### config.mk
export PLATFORM = sky130hd
export DESIGN_NAME = serial_adder_ctrl
export DESIGN_NICKNAME = d
export VERILOG_FILES = /design/src/rtl/serial_adder_pkg.sv /design/src/rtl/fa_cell.sv /design/src/rtl/serial_adder_ctrl.sv
export SDC_FILE = /design/constraint.sdc
export NUM_CORES = 1
export LEC_CHECK = 0
export ABC_CLOCK_PERIOD_IN_PS = 1400
export BUFFER_PORTS_ARGS = -buffer_cell sky130_fd_sc_hd__buf_2
export CAP_MARGIN = 20
export CORE_MARGIN = 10
export CORE_UTILIZATION = 48
export DETAILED_ROUTE_END_ITERATION = 12
export GPL_TIMING_DRIVEN = 1
export PLACE_DENSITY_LB_ADDON = 0.05
export REMOVE_ABC_BUFFERS = 1
export SYNTH_ARGS = -nofsm -noshare
export SYNTH_HDL_FRONTEND = slang
export SYNTH_SLANG_ARGS = --single-unit
### constraint.sdc
create_clock -name clk -period 1.4 [get_ports clk]
set_input_delay 0.21 -clock clk [delete_from_list [all_inputs] [get_ports clk]]
set_output_delay 0.21 -clock clk [all_outputs]
set_load 0.1 [all_outputs]
### src/rtl/serial_adder_pkg.sv
// Shared types and defaults for the bit-serial adder controller.
package serial_adder_pkg;

  typedef enum logic [1:0] {
    IDLE = 2'd0,
    RUN  = 2'd1,
    DONE = 2'd2
  } state_t;

  localparam int DEFAULT_WIDTH = 8;

endpackage

### src/rtl/fa_cell.sv
// Combinational 1-bit full adder; the only arithmetic in the serial adder.
module fa_cell (
  input  logic a,
  input  logic b,
  input  logic cin,
  output logic sum,
  output logic cout
);

  assign sum  = a ^ b ^ cin;
  assign cout = (a & b) | (cin & (a ^ b));

endmodule

### src/rtl/serial_adder_ctrl.sv
// Bit-serial adder: one full-adder cell stepped over WIDTH cycles, with
// valid/ready handshakes on the operand and result sides.
module serial_adder_ctrl
  import serial_adder_pkg::*;
#(
  parameter int WIDTH = DEFAULT_WIDTH
) (
  input  logic             clk,
  input  logic             rst,
  input  logic             start_valid,
  output logic             start_ready,
  input  logic [WIDTH-1:0] a,
  input  logic [WIDTH-1:0] b,
  input  logic             cin,
  output logic [WIDTH-1:0] sum,
  output logic             cout,
  output logic             done_valid,
  input  logic             done_ready,
  output logic             busy
);

  localparam int CNT_W = (WIDTH > 1) ? $clog2(WIDTH) : 1;
  localparam logic [CNT_W-1:0] CNT_LAST = CNT_W'(WIDTH - 1);

  state_t           state_r;
  state_t           state_s;
  logic [WIDTH-1:0] a_sh_r;
  logic [WIDTH-1:0] b_sh_r;
  logic [WIDTH-1:0] sum_sh_r;
  logic             carry_r;
  logic [CNT_W-1:0] cnt_r;
  logic             fa_sum_s;
  logic             fa_cout_s;

  fa_cell u_fa (
    .a    (a_sh_r[0]),
    .b    (b_sh_r[0]),
    .cin  (carry_r),
    .sum  (fa_sum_s),
    .cout (fa_cout_s)
  );

  // State register.
  always_ff @(posedge clk or posedge rst) begin
    if (rst) begin
      state_r <= IDLE;
    end else begin
      state_r <= state_s;
    end
  end

  // Next-state decode.
  always_comb begin
    state_s = state_r;
    case (state_r)
      IDLE: begin
        if (start_valid) begin
          state_s = RUN;
        end else begin
          state_s = IDLE;
        end
      end
      RUN: begin
        if (cnt_r == CNT_LAST) begin
          state_s = DONE;
        end else begin
          state_s = RUN;
        end
      end
      DONE: begin
        if (done_ready) begin
          state_s = IDLE;
        end else begin
          state_s = DONE;
        end
      end
      default: state_s = IDLE;
    endcase
  end

  // Operand shifters, running carry, sum accumulator and bit counter.
  always_ff @(posedge clk or posedge rst) begin
    if (rst) begin
      a_sh_r   <= {WIDTH{1'b0}};
      b_sh_r   <= {WIDTH{1'b0}};
      sum_sh_r <= {WIDTH{1'b0}};
      carry_r  <= 1'b0;
      cnt_r    <= {CNT_W{1'b0}};
    end else begin
      case (state_r)
        IDLE: begin
          if (start_valid) begin
            a_sh_r   <= a;
            b_sh_r   <= b;
            sum_sh_r <= {WIDTH{1'b0}};
            carry_r  <= cin;
            cnt_r    <= {CNT_W{1'b0}};
          end
        end
        RUN: begin
          // LSB-first: each new sum bit enters at the top and walks down.
          sum_sh_r <= {fa_sum_s, sum_sh_r[WIDTH-1:1]};
          a_sh_r   <= {1'b0, a_sh_r[WIDTH-1:1]};
          b_sh_r   <= {1'b0, b_sh_r[WIDTH-1:1]};
          carry_r  <= fa_cout_s;
          cnt_r    <= cnt_r + {{(CNT_W-1){1'b0}}, 1'b1};
        end
        DONE: begin
          sum_sh_r <= sum_sh_r;
          carry_r  <= carry_r;
        end
        default: begin
          cnt_r <= {CNT_W{1'b0}};
        end
      endcase
    end
  end

  assign start_ready = (state_r == IDLE);
  assign done_valid  = (state_r == DONE);
  assign busy        = (state_r == RUN) || (state_r == DONE);
  assign sum         = sum_sh_r;
  assign cout        = carry_r;

endmodule

* Word level (Yosys, flattened, before mapping) *
Index checks and enable logic that the tools add are counted.

storage, ports and cells
  flip-flop bits (word level) = 30
  latch bits = 0
  RAM bits = 0
  bits in read-only memories = 0
  input port bits = 21
  output and inout port bits = 12
  word-level logic and storage cells = 36
  memories kept = 0

cells by class
  add/subtract/negate cells = 1
  $mul = 0
  div/mod/pow operators = 0
  magnitude comparators = 0
  equality and inequality tests = 4
  shift-type cells = 0
  muxes and demuxes = 14
  bitwise gates (word level) = 6
  reductions and logical operators = 5

operators with widths
  cell                   count
  $pmux W8 S2            3
  $mux W8                3
  $pmux W3 S3            1
  $pmux W2 S3            1
  $mux W2                2
  $reduce_and A2 Y1      2
  $add A3 B1 Y3 const B  1
  $eq A3 B3 Y1 const B   1
  $mux W3                1
  $and A1 B1 Y1          2
  $eq A2 B1 Y1 const B   1
  $eq A2 B2 Y1 const B   1
  $logic_not A2 Y1       1
  $mux W1                2
  $ne A2 B2 Y1 const B   1
  $pmux W1 S2            1
  $reduce_bool A2 Y1     1
  $xor A1 B1 Y1          2
  $logic_or A1 B1 Y1     1
  $not A1 Y1             1
  $or A1 B1 Y1           1

* Longest topological paths before layout *
Gate-level depths: netlist of the first run.

  depth after elaboration = 4
  depth in mapped cells = 7
  depth with buffers taken out = 5

* Modules after synthesis *
From an unflattened synthesis of the first run, not the netlist that was laid out.

unflattened totals
  cells, all modules = 119
  area total of the unflattened synthesis = 1428.9 um2

by module, submodules not included
  module             times used  cells each  area an instance (um2)  sequential area each (um2)
  serial_adder_ctrl  1           118         1408.9                  750.7
  fa_cell            1           1           20.0                    0.0

* Least setup slack after synthesis of the first run *
No wires, ideal clock.

  path type = register to register
  from = register state_r[0]
  to = register b_sh_r[1]
  library setup time = 0.123 ns
  arrival = 2.051 ns
  slack = -0.773 ns
  cell stages (with the launch flop) = 6
  path buffers = 0
  period minus slack after synthesis = 2.173 ns
  cells stage by stage = dfrtp_1 inv_1 ha_1 nand2_1 or3_1 o221a_2

on the way
  cells in the longest elaborated chain, start to end = 3
  elaborated cells between the ends (all ways) = 6
  those cells by class = eq/ne (2); mux (1); reduce/logical (3)

ends and longest elaborated chain
  element                                                              RTL line                  text
  from (decl)                                                          serial_adder_ctrl.sv:25   state_t state_r;
  from (signal assigned)                                               serial_adder_ctrl.sv:48   state_r <= state_s;
  $logic_not A2 Y1 (*)                                                 --
  named net start_ready                                                serial_adder_ctrl.sv:11   output logic start_ready,
  $ne A2 B2 Y1 (no line) / $reduce_bool A2 Y1 (equally long branches)  --
  $reduce_and A2 Y1 (no line)                                          --
  to (signal assigned)                                                 serial_adder_ctrl.sv:85   b_sh_r <= {WIDTH{1'b0}};
  to (signal assigned)                                                 serial_adder_ctrl.sv:104  b_sh_r <= {1'b0, b_sh_r[WIDTH-1:1]};
  to (decl)                                                            serial_adder_ctrl.sv:28   logic [WIDTH-1:0] b_sh_r;

The timed path passes the listed nets; every way through them passes the cells marked *.
A chain may end at the register's enable or synchronous reset.

* Worst setup path in the final report of the first run *
  from = register state_r[1]
  to = register b_sh_r[4]

on the way
  cells in the longest elaborated chain, start to end = 3
  elaborated cells between the ends (all ways) = 6
  those cells by class = eq/ne (2); mux (1); reduce/logical (3)

ends and longest elaborated chain
  element                                                              RTL line                 text
  $eq A2 B1 Y1 / $logic_not A2 Y1 (equally long branches)              serial_adder_ctrl.sv:90  case (state_r)
  $reduce_bool A2 Y1 (no line) / $ne A2 B2 Y1 (equally long branches)  --
  $reduce_and A2 Y1 (no line)                                          --

Several ways; a longest one is shown, not always the timed one.

==> results of run 1 <==
[power breakdown]
part	internal (W)	leakage [nW]	switching (W)
Clock	0.000370	0.0450	0.000302
Sequential	0.00124	0.359	0.000276
Combinational	0.00167	0.655	0.00225
Total	0.00327	1.06	0.00283
[logic make-up (layout without fill, tap and decap cells)]
kind of cell	Yosys count	count (layout)
buffers and inverters	21	87
AND/OR/NAND/NOR	32	32
adder cells (fa/ha/maj)	7	7
flip-flops	30	30
AO/OA/AOI/OAI	42	42
[registers in the layout, indices dropped and copies added (netlist names)]
register	count
cnt_r	3
b_sh_r	8
sum	8
a_sh_r	8
state_r	2
cout	1
[area by class of cell]
class	instances	area share
Inverter	13	0.0215
Multi-Input combinational cell	81	0.361
Sequential cell	30	0.331
Clock buffer	5	0.0165
Tap cell	33	0.0182
Timing Repair Buffer	66	0.234
Clock inverter	3	0.0176
[timing repair]
action                     in CTS  in global routing
gates resized for setup        28                 31
cloned                          0                  1
pin swaps                       8                  9
hold endpoints to repair       30                  0
hold buffers                    1                  0
setup endpoints to repair      31                 38
setup buffers                   9                  5
[critical path, delay by kind of cell (launching register included)]
| kind | cells | cell delay (ns) |
|---|---|---|
| compound gates | 1 | 0.12 |
| fa+ha+maj | 1 | 0.17 |
| buf+inv | 3 | 0.35 |
| flops | 1 | 0.38 |
| simple gates | 1 | 0.39 |
[cells in the final DEF, fill, tap and decap left out, types with 3 or more instances in the layout]
cell | netlist | layout
a221oi_2 | 3 | 8
a22o_1 | 8 | 8
buf_12 | 0 | 4
buf_2 | 1 | 23
buf_4 | 3 | 22
buf_6 | 2 | 7
clkbuf_4 | 1 | 12
dfrtp_1 | 30 | 30
ha_1 | 6 | 3
ha_4 | 0 | 3
inv_1 | 13 | 10
inv_2 | 0 | 3
nand2_1 | 7 | 5
nand2b_1 | 5 | 4
nor2_1 | 6 | 4
nor3_2 | 0 | 4
o21ai_0 | 7 | 4
o21ai_1 | 0 | 3
o221a_2 | 6 | 4
o22ai_2 | 0 | 5
or3_1 | 6 | 5
[per-stage QoR]
stage	TNS (ns)	setup slack, ns	power [W]	utilization	cells
floorplan	-31.07	-1.27	0.00357	-	124
global placement	-3.60	-0.222	0.00436	0.603	207
detailed placement	-5.27	-0.323	0.00446	0.603	207
CTS	-0.487	-0.0989	0.00565	0.698	225
global route	-2.14	-0.154	0.00644	0.756	231
finish	-1.00	-0.108	0.00610	0.756	231
[how the worst min path moves through the flow]
| stage | from | end | cells past startpoint |
|---|---|---|---|
| floorplan | rst | a_sh_r[0] | 1 |
| global placement | rst | cnt_r[0] | 3 |
| detailed placement | rst | a_sh_r[7] | 3 |
| CTS | done_ready | state_r[1] | 3 |
| global route | done_ready | state_r[1] | 3 |
| finish | done_ready | state_r[1] | 3 |
[metal layers]
| layer | global-route usage | share of wire |
|---|---|---|
| met1 | 0.172 | 0.40 |
| met2 | 0.229 | 0.53 |
| met3 | 0.0599 | 0.071 |
| met4 | 0.0433 | 0 |
| met5 | 0 | 0 |
==> results.ini, run 1 <==
[final_layout]
antenna_cells = 0
stdcell_area_sq_um = 2270
fillers = 190
multi_input_area_sq_um = 820
seq_area_sq_um = 751
final_layout_size_suffix_gt1_frac = 0.571
final_net_count = 225
areaGrowthSynthToFinish_pct = 53.5

[yosys]
synthXorXnorAreaFrac = 0
synth_top_family_by_area = compound AO/OA/AOI/OAI gates
syn_inst = 132
async_reset_ff_frac = 1.00
synthTopCellsByArea = dfrtp_1, ha_1, a22o_1, o221a_2, a221oi_1
synth_cell_types = 27
yosys.area.top_type = dfrtp_1
yosys-mux-area-fraction = 0
synth_compound_area_frac = 0.242
yosysWarningCount = 0
ys_seq_elements = 30
yosys.area_share.simple = 0.111
seq_area_frac_synth = 0.508
syn_area_per_cell_sq_um = 11.2
synth-edff-count = 0
yosys.area.top_type_share = 0.508
ys.flop_type = dfrtp_1
synthMostInstantiatedCell = dfrtp_1
netlist_area_sq_um = 1480
synth_fa_ha_area_frac = 0.0643
yosys-top-cells-count = dfrtp_1, inv_1, a22o_1

[floorplan]
fp-row-count = 20
start_util = 0.492
io_pins = 33
core_area_sq_um = 3000
fp.dieW_um = 75.5
die_h_um = 75.5
dieArea_sq_um = 5700

[worst_setup_path]
arrival_ns = 1.73
ff2ff_setup_slack_ns = -0.11
crit_required_ns = 1.62
r2r_start = state_r[1]
worstSetupStartpoint = state_r[1]
cp-endpoint = b_sh_r[4]
crit_chain = inv_2, buf_4, ha_4, buf_6, or3_1, o221a_4
start_kind = flop
critPathCaptureType = flop
timing.rr.end = b_sh_r[4]
crit_type = reg -> reg
crit_fanout = 14
cp_slowest_stage_delay_ns = 0.39
crit_slowest_cell = or3_1
r2r_cells = 6

[sta]
tightestPinTransition_ns = 0.490
setup_viol = 15
fin_ws_ns = -0.108
drv_slew = 0
relSlewSlack = 0.675
fmax_mhz = 663
whs_ns = 0.150
fin_crit_ns = 1.51
rsz0062_at_grt = yes
fin_worst_skew_ns = 0.00466
period_share = 1.08
final-hold-violation-count = 0

[hold_path]
min_path_type = in -> reg

[cts]
numClockSinks = 30
cts_buffers = 5
cts_buffer_depth = 2
clk_latency_ns = 0.33
clk_pin_slew_ns = 0.09
cts.htree.levels = 2
cts-root-buf = clkbuf_4
cts_tree = done

[drt]
initialDrtViolationCount = 81
num_vias = 1295
wl_um = 4070
ant_nets = 0
wl_per_cell_um = 17.6
drc = 0
viasPerCell = 5.61
dr.pass1.iters = 4

[power]
p_per_area_nw_per_um2 = 2690
p_leak_nw = 1.06
ir_drop_v = 0.00136

[outcome]
outcome = finished, violations left
violations = negative setup slack

[placement]
dpl_cell_area_sq_um = 1810
hpwl_um = 2510
gp_congestion = 0.741
port_buffers = 32

[global_route]
grt_max_degree = 31
antenna_found_initial = 0
gr-usage-all-layers = 0.144
grt_pass1_wl_um = 6230
grt_overflow = 0
grt_pass1_vias = 1294

[run]
drv_cap = 0

No activity file was read; power rests on OpenSTA's default activity.
==> run 2: changes to the inputs <==
--- a/config.mk
+++ b/config.mk
@@ -12,7 +12,7 @@
 export CORE_UTILIZATION = 48
 export DETAILED_ROUTE_END_ITERATION = 12
 export GPL_TIMING_DRIVEN = 1
-export PLACE_DENSITY_LB_ADDON = 0.05
+export PLACE_DENSITY_LB_ADDON = 0.1
 export REMOVE_ABC_BUFFERS = 1
 export SYNTH_ARGS = -nofsm -noshare
 export SYNTH_HDL_FRONTEND = slang
==> run 2 against run 1 <==
Net effect: the flow still finishes with violations (negative setup slack); critical path type is now reg -> out; non-clock buffer count down 8; core utilization down 5.2 points; largest cell class is now registers; first-iteration DRC count shrank 35%.
==> results.ini, run 2 (synthesis results as in run 1) <==
[power]
p_per_area_nw_per_um2 = 2650
ir_drop_v = 0.000976
p_leak_nw = 0.990

[final_layout]
antenna_cells = 0
final_layout_size_suffix_gt1_frac = 0.492
final_net_count = 218
final_common_cell = dfrtp_1
layout_common_cells = dfrtp_1, buf_2, buf_4
fin_util = 0.704
areaGrowthSynthToFinish_pct = 43.0

[hold_path]
min_path_type = in -> reg

[placement]
gp_congestion = 0.783
port_buffers = 32
hpwl_um = 2490

[cts]
cts.htree.levels = 2
clk_latency_ns = 0.32
cts_tree = done
cts_buffers = 5
clk_pin_slew_ns = 0.08
numClockSinks = 30
cts-root-buf = clkbuf_4
cts_buffer_depth = 2

[run]
drv_cap = 0

[worst_setup_path]
critPathCaptureType = output port
crit_slowest_cell = dfrtp_1
crit_buf_inv = 3
arrival_ns = 1.26
crit_fanout = 5
crit_chain = inv_2, ha_4, buf_8, buf_12
start_kind = flop
crit_required_ns = 1.19
cp_slowest_stage_delay_ns = 0.41
crit_type = reg -> out
path_delay_family = flip-flops

[global_route]
gr-usage-all-layers = 0.142
grt_max_degree = 31
grt_pass1_vias = 1370
grt_overflow = 0
antenna_found_initial = 0
grt_pass1_wl_um = 6180

[sta]
tightestPinTransition_ns = 0.494
drv_slew = 0
rsz0062_at_grt = yes
fin_ws_ns = -0.0720
whs_ns = 0.153
fin_crit_ns = 1.47
fin_worst_skew_ns = 0.00353
relSlewSlack = 0.673
period_share = 1.05
setup_viol = 10
final-hold-violation-count = 0
fmax_mhz = 679

[drt]
initialDrtViolationCount = 53
drc = 0
wl_um = 3670
viasPerCell = 5.54
num_vias = 1242
wl_per_cell_um = 16.4
ant_nets = 0
dr.pass1.iters = 4

[floorplan]
die_h_um = 75.5
io_pins = 33
fp.dieW_um = 75.5
start_util = 0.492
dieArea_sq_um = 5700
fp-row-count = 20
core_area_sq_um = 3000

[outcome]
violations = negative setup slack
outcome = finished, violations left

==> run 2: changes by cell type in the layout (fill, tap and decap cells not counted), sizes merged <==
cell    change
buf         -7
clkbuf      +1
bufinv      -1
o21ai       +1
clkinv      -1
==> run 2: final cells by class <==
type / instances / area [sq um]
fill: 225 / 888
sequential: 30 / 751
multi-input combinational: 82 / 741
timing repair buffer: 58 / 473
clock buffer: 7 / 55.1
inverter: 13 / 48.8
tap: 33 / 41.3
clock inverter: 1 / 5.00
==> run 2: layer usage <==
| layer | share of wire | global-route usage | routed length (um) |
|---|---|---|---|
| met3 | 0.045 | 0.0430 | 166 |
| met1 | 0.43 | 0.165 | 1560 |
| met2 | 0.51 | 0.241 | 1890 |
| met5 | 0 | 0 | 0 |
| met4 | 0.014 | 0.0557 | 51 |
==> run 2: path summary, 6_finish.rpt <==
check	start	endpoint	slack (ns)	depth (start not counted)
max reg2reg	state_r[1]	b_sh_r[5]	-0.07	6
max in group asynchronous	rst	cout	0.63	4
min in group asynchronous	rst	cnt_r[0]	0.49	4
min reg2reg	cnt_r[2]	cnt_r[2]	0.51	2
min	done_ready	state_r[1]	0.15	3
max	state_r[0]	start_ready	-0.07	4
==> run 2: where the power goes <==
group / total, W / switching, W / internal (W)
registers: 0.00146 / 0.000228 / 0.00124
clock network: 0.000521 / 0.000278 / 0.000243
logic: 0.00361 / 0.00214 / 0.00147
total: 0.00560 / 0.00265 / 0.00295
==> run 2: worst register-to-register path, delay by kind of cell, from the launching register on <==
kind            cells  cell delay [ns]
simple gates        1             0.36
fa+ha+maj           1             0.18
buf+inv             3             0.33
compound gates      1             0.13
flops               1             0.37
==> run 2: repair_timing <==
item                                    CTS  global route
hold buffers                              1             0
gates cloned                              1             0
pin swaps                                 6            15
endpoints found under the setup margin   28            37
buffers inserted                          6             3
endpoints found under the hold margin    30             0
resized for setup                        24            15
==> run 2: per-stage QoR <==
step / area, sq um / instances / total power [W] / setup slack, ns / setup TNS [ns]
after floorplan: 1420 / 124 / 0.00357 / -1.27 / -31.07
after global placement: 1810 / 207 / 0.00438 / -0.237 / -3.34
after detailed placement: 1810 / 207 / 0.00446 / -0.293 / -4.20
after CTS: 2050 / 223 / 0.00545 / -0.0705 / -0.443
after global routing: 2110 / 224 / 0.00596 / -0.123 / -1.83
final: 2110 / 224 / 0.00560 / -0.0720 / -0.467
==> run 3: changes to the inputs <==
--- a/config.mk
+++ b/config.mk
@@ -14,6 +14,7 @@
 export GPL_TIMING_DRIVEN = 1
 export PLACE_DENSITY_LB_ADDON = 0.1
 export REMOVE_ABC_BUFFERS = 1
+export SETUP_SLACK_MARGIN = 0.3
 export SYNTH_ARGS = -nofsm -noshare
 export SYNTH_HDL_FRONTEND = slang
 export SYNTH_SLANG_ARGS = --single-unit
==> run 3 against run 2 <==
Net effect: the flow still finishes with violations (negative setup slack); clock skew rose by 0.0061 ns; clock power rose by 4%; worst hold slack got worse by 0.016 ns; setup slack got worse by 0.0056 ns; sequential power rose by 5%.
==> results.ini, run 3 (synthesis results as in run 1) <==
[cts]
cts_buffers = 5
cts-root-buf = clkbuf_4
cts.htree.levels = 2
clk_latency_ns = 0.33
cts_buffer_depth = 2
clk_pin_slew_ns = 0.08
numClockSinks = 30
cts_tree = done

[worst_setup_path]
worstSetupStartpoint = state_r[0]
start_kind = flop
cp_slowest_stage_delay_ns = 0.41
crit_chain = inv_2, ha_4, buf_8, buf_12
r2r_start = state_r[1]
crit_required_ns = 1.19
arrival_ns = 1.27
path_delay_family = flip-flops
crit_buf_inv = 3
crit_fanout = 5
critPathCaptureType = output port
crit_type = reg -> out
crit_slowest_cell = dfrtp_1

[hold_path]
hold_path.startpoint = done_ready
min_path_type = in -> reg

[power]
p_per_area_nw_per_um2 = 2690
p_leak_nw = 1.14
ir_drop_v = 0.00108

[sta]
fmax_mhz = 677
rsz0062_at_grt = yes
setup_viol = 12
fin_crit_ns = 1.48
fin_worst_skew_ns = 0.00960
period_share = 1.06
final-hold-violation-count = 0
tightestPinTransition_ns = 0.384
timing.setup.tns_ns = -0.442
drv_slew = 0
relSlewSlack = 0.744
fin_ws_ns = -0.0776

[outcome]
outcome = finished, violations left
violations = negative setup slack

[floorplan]
io_pins = 33
die_h_um = 75.5
dieArea_sq_um = 5700
start_util = 0.492
fp-row-count = 20
core_area_sq_um = 3000
fp.dieW_um = 75.5

[final_layout]
final_common_cell = dfrtp_1
final_net_count = 231
fin_cells = 237
stdcell_area_sq_um = 2440
areaGrowthSynthToFinish_pct = 65.0
antenna_cells = 0
final_layout_size_suffix_gt1_frac = 0.593
layout_common_cells = dfrtp_1, buf_4, buf_2

[placement]
port_buffers = 32
dpl_cell_area_sq_um = 1810
hpwl_um = 2490
dpl_worst_slack_ns = -0.293
gp_congestion = 0.783
placed_cells = 207

[global_route]
gr-usage-all-layers = 0.165
grt_max_degree = 31
grt_overflow = 0
antenna_found_initial = 0
grt_pass1_wl_um = 7110
grt_pass1_vias = 1464

[drt]
viasPerCell = 5.81
initialDrtViolationCount = 123
drc = 0
ant_nets = 0
dr.pass1.iters = 4
wl_um = 4680
num_vias = 1376
wl_per_cell_um = 19.7

[run]
drv_cap = 0

[run 3: cell count changes in the layout (fill, tap and decap cells not counted), sizes merged]
cell    delta
buf       +19
clkbuf     -6
[run 3: timing repair]
item                                   4_1_cts  5_1_grt
pin swaps                                   16       12
endpoints found under the hold margin       30        0
hold buffers                                 1        0
setup endpoints to repair                   42       42
setup buffers                               14        4
resized for setup                           83       12
cloned                                       3        0
[run 3: per-layer routing]
layer,routed length (um),track usage,vias to the layer above
li1,-,-,634
met1,1740,0.189,693
met2,2570,0.290,38
met3,228,0.0456,11
met4,138,0.0557,0
met5,0,0,-
[run 3: tightest hold or removal path, delay by kind of cell]
kind            cells  cell delay [ns]
buf+inv             1             0.08
compound gates      1             0.04
simple gates        1             0.11
[run 3: stage by stage]
stage | total power [W] | utilization | hold slack, ns
floorplan | 0.00357 | - | 0.301
global route | 0.00688 | 0.813 | 0.147
detailed placement | 0.00446 | 0.603 | 0.300
finish | 0.00656 | 0.813 | 0.137
CTS | 0.00626 | 0.785 | 0.136
global placement | 0.00438 | 0.603 | 0.298
[run 3: layout make-up]
class,count,area (sq um)
timing repair buffer,71,726
multi-input combinational,82,812
clock inverter,1,5.00
clock buffer,7,55.1
tap,33,41.3
sequential,30,752
fill,168,563
inverter,13,48.8
[run 3: power breakdown]
part | internal [W] | leakage (nW) | switching, W
Sequential | 0.00124 | 0.358 | 0.000304
Combinational | 0.00207 | 0.744 | 0.00241
Clock | 0.000243 | 0.0353 | 0.000297
Total | 0.00355 | 1.14 | 0.00301
[run 3: final timing paths]
| check | endpoint | slack [ns] | cells after the start |
|---|---|---|---|
| setup / recovery | start_ready | -0.08 | 4 |
| hold / removal | state_r[1] | 0.14 | 3 |
| setup reg to reg | b_sh_r[1] | -0.07 | 6 |
| hold reg to reg | cnt_r[1] | 0.50 | 2 |
| max in group asynchronous | sum[2] | 0.62 | 4 |
| min in group asynchronous | a_sh_r[6] | 0.48 | 4 |
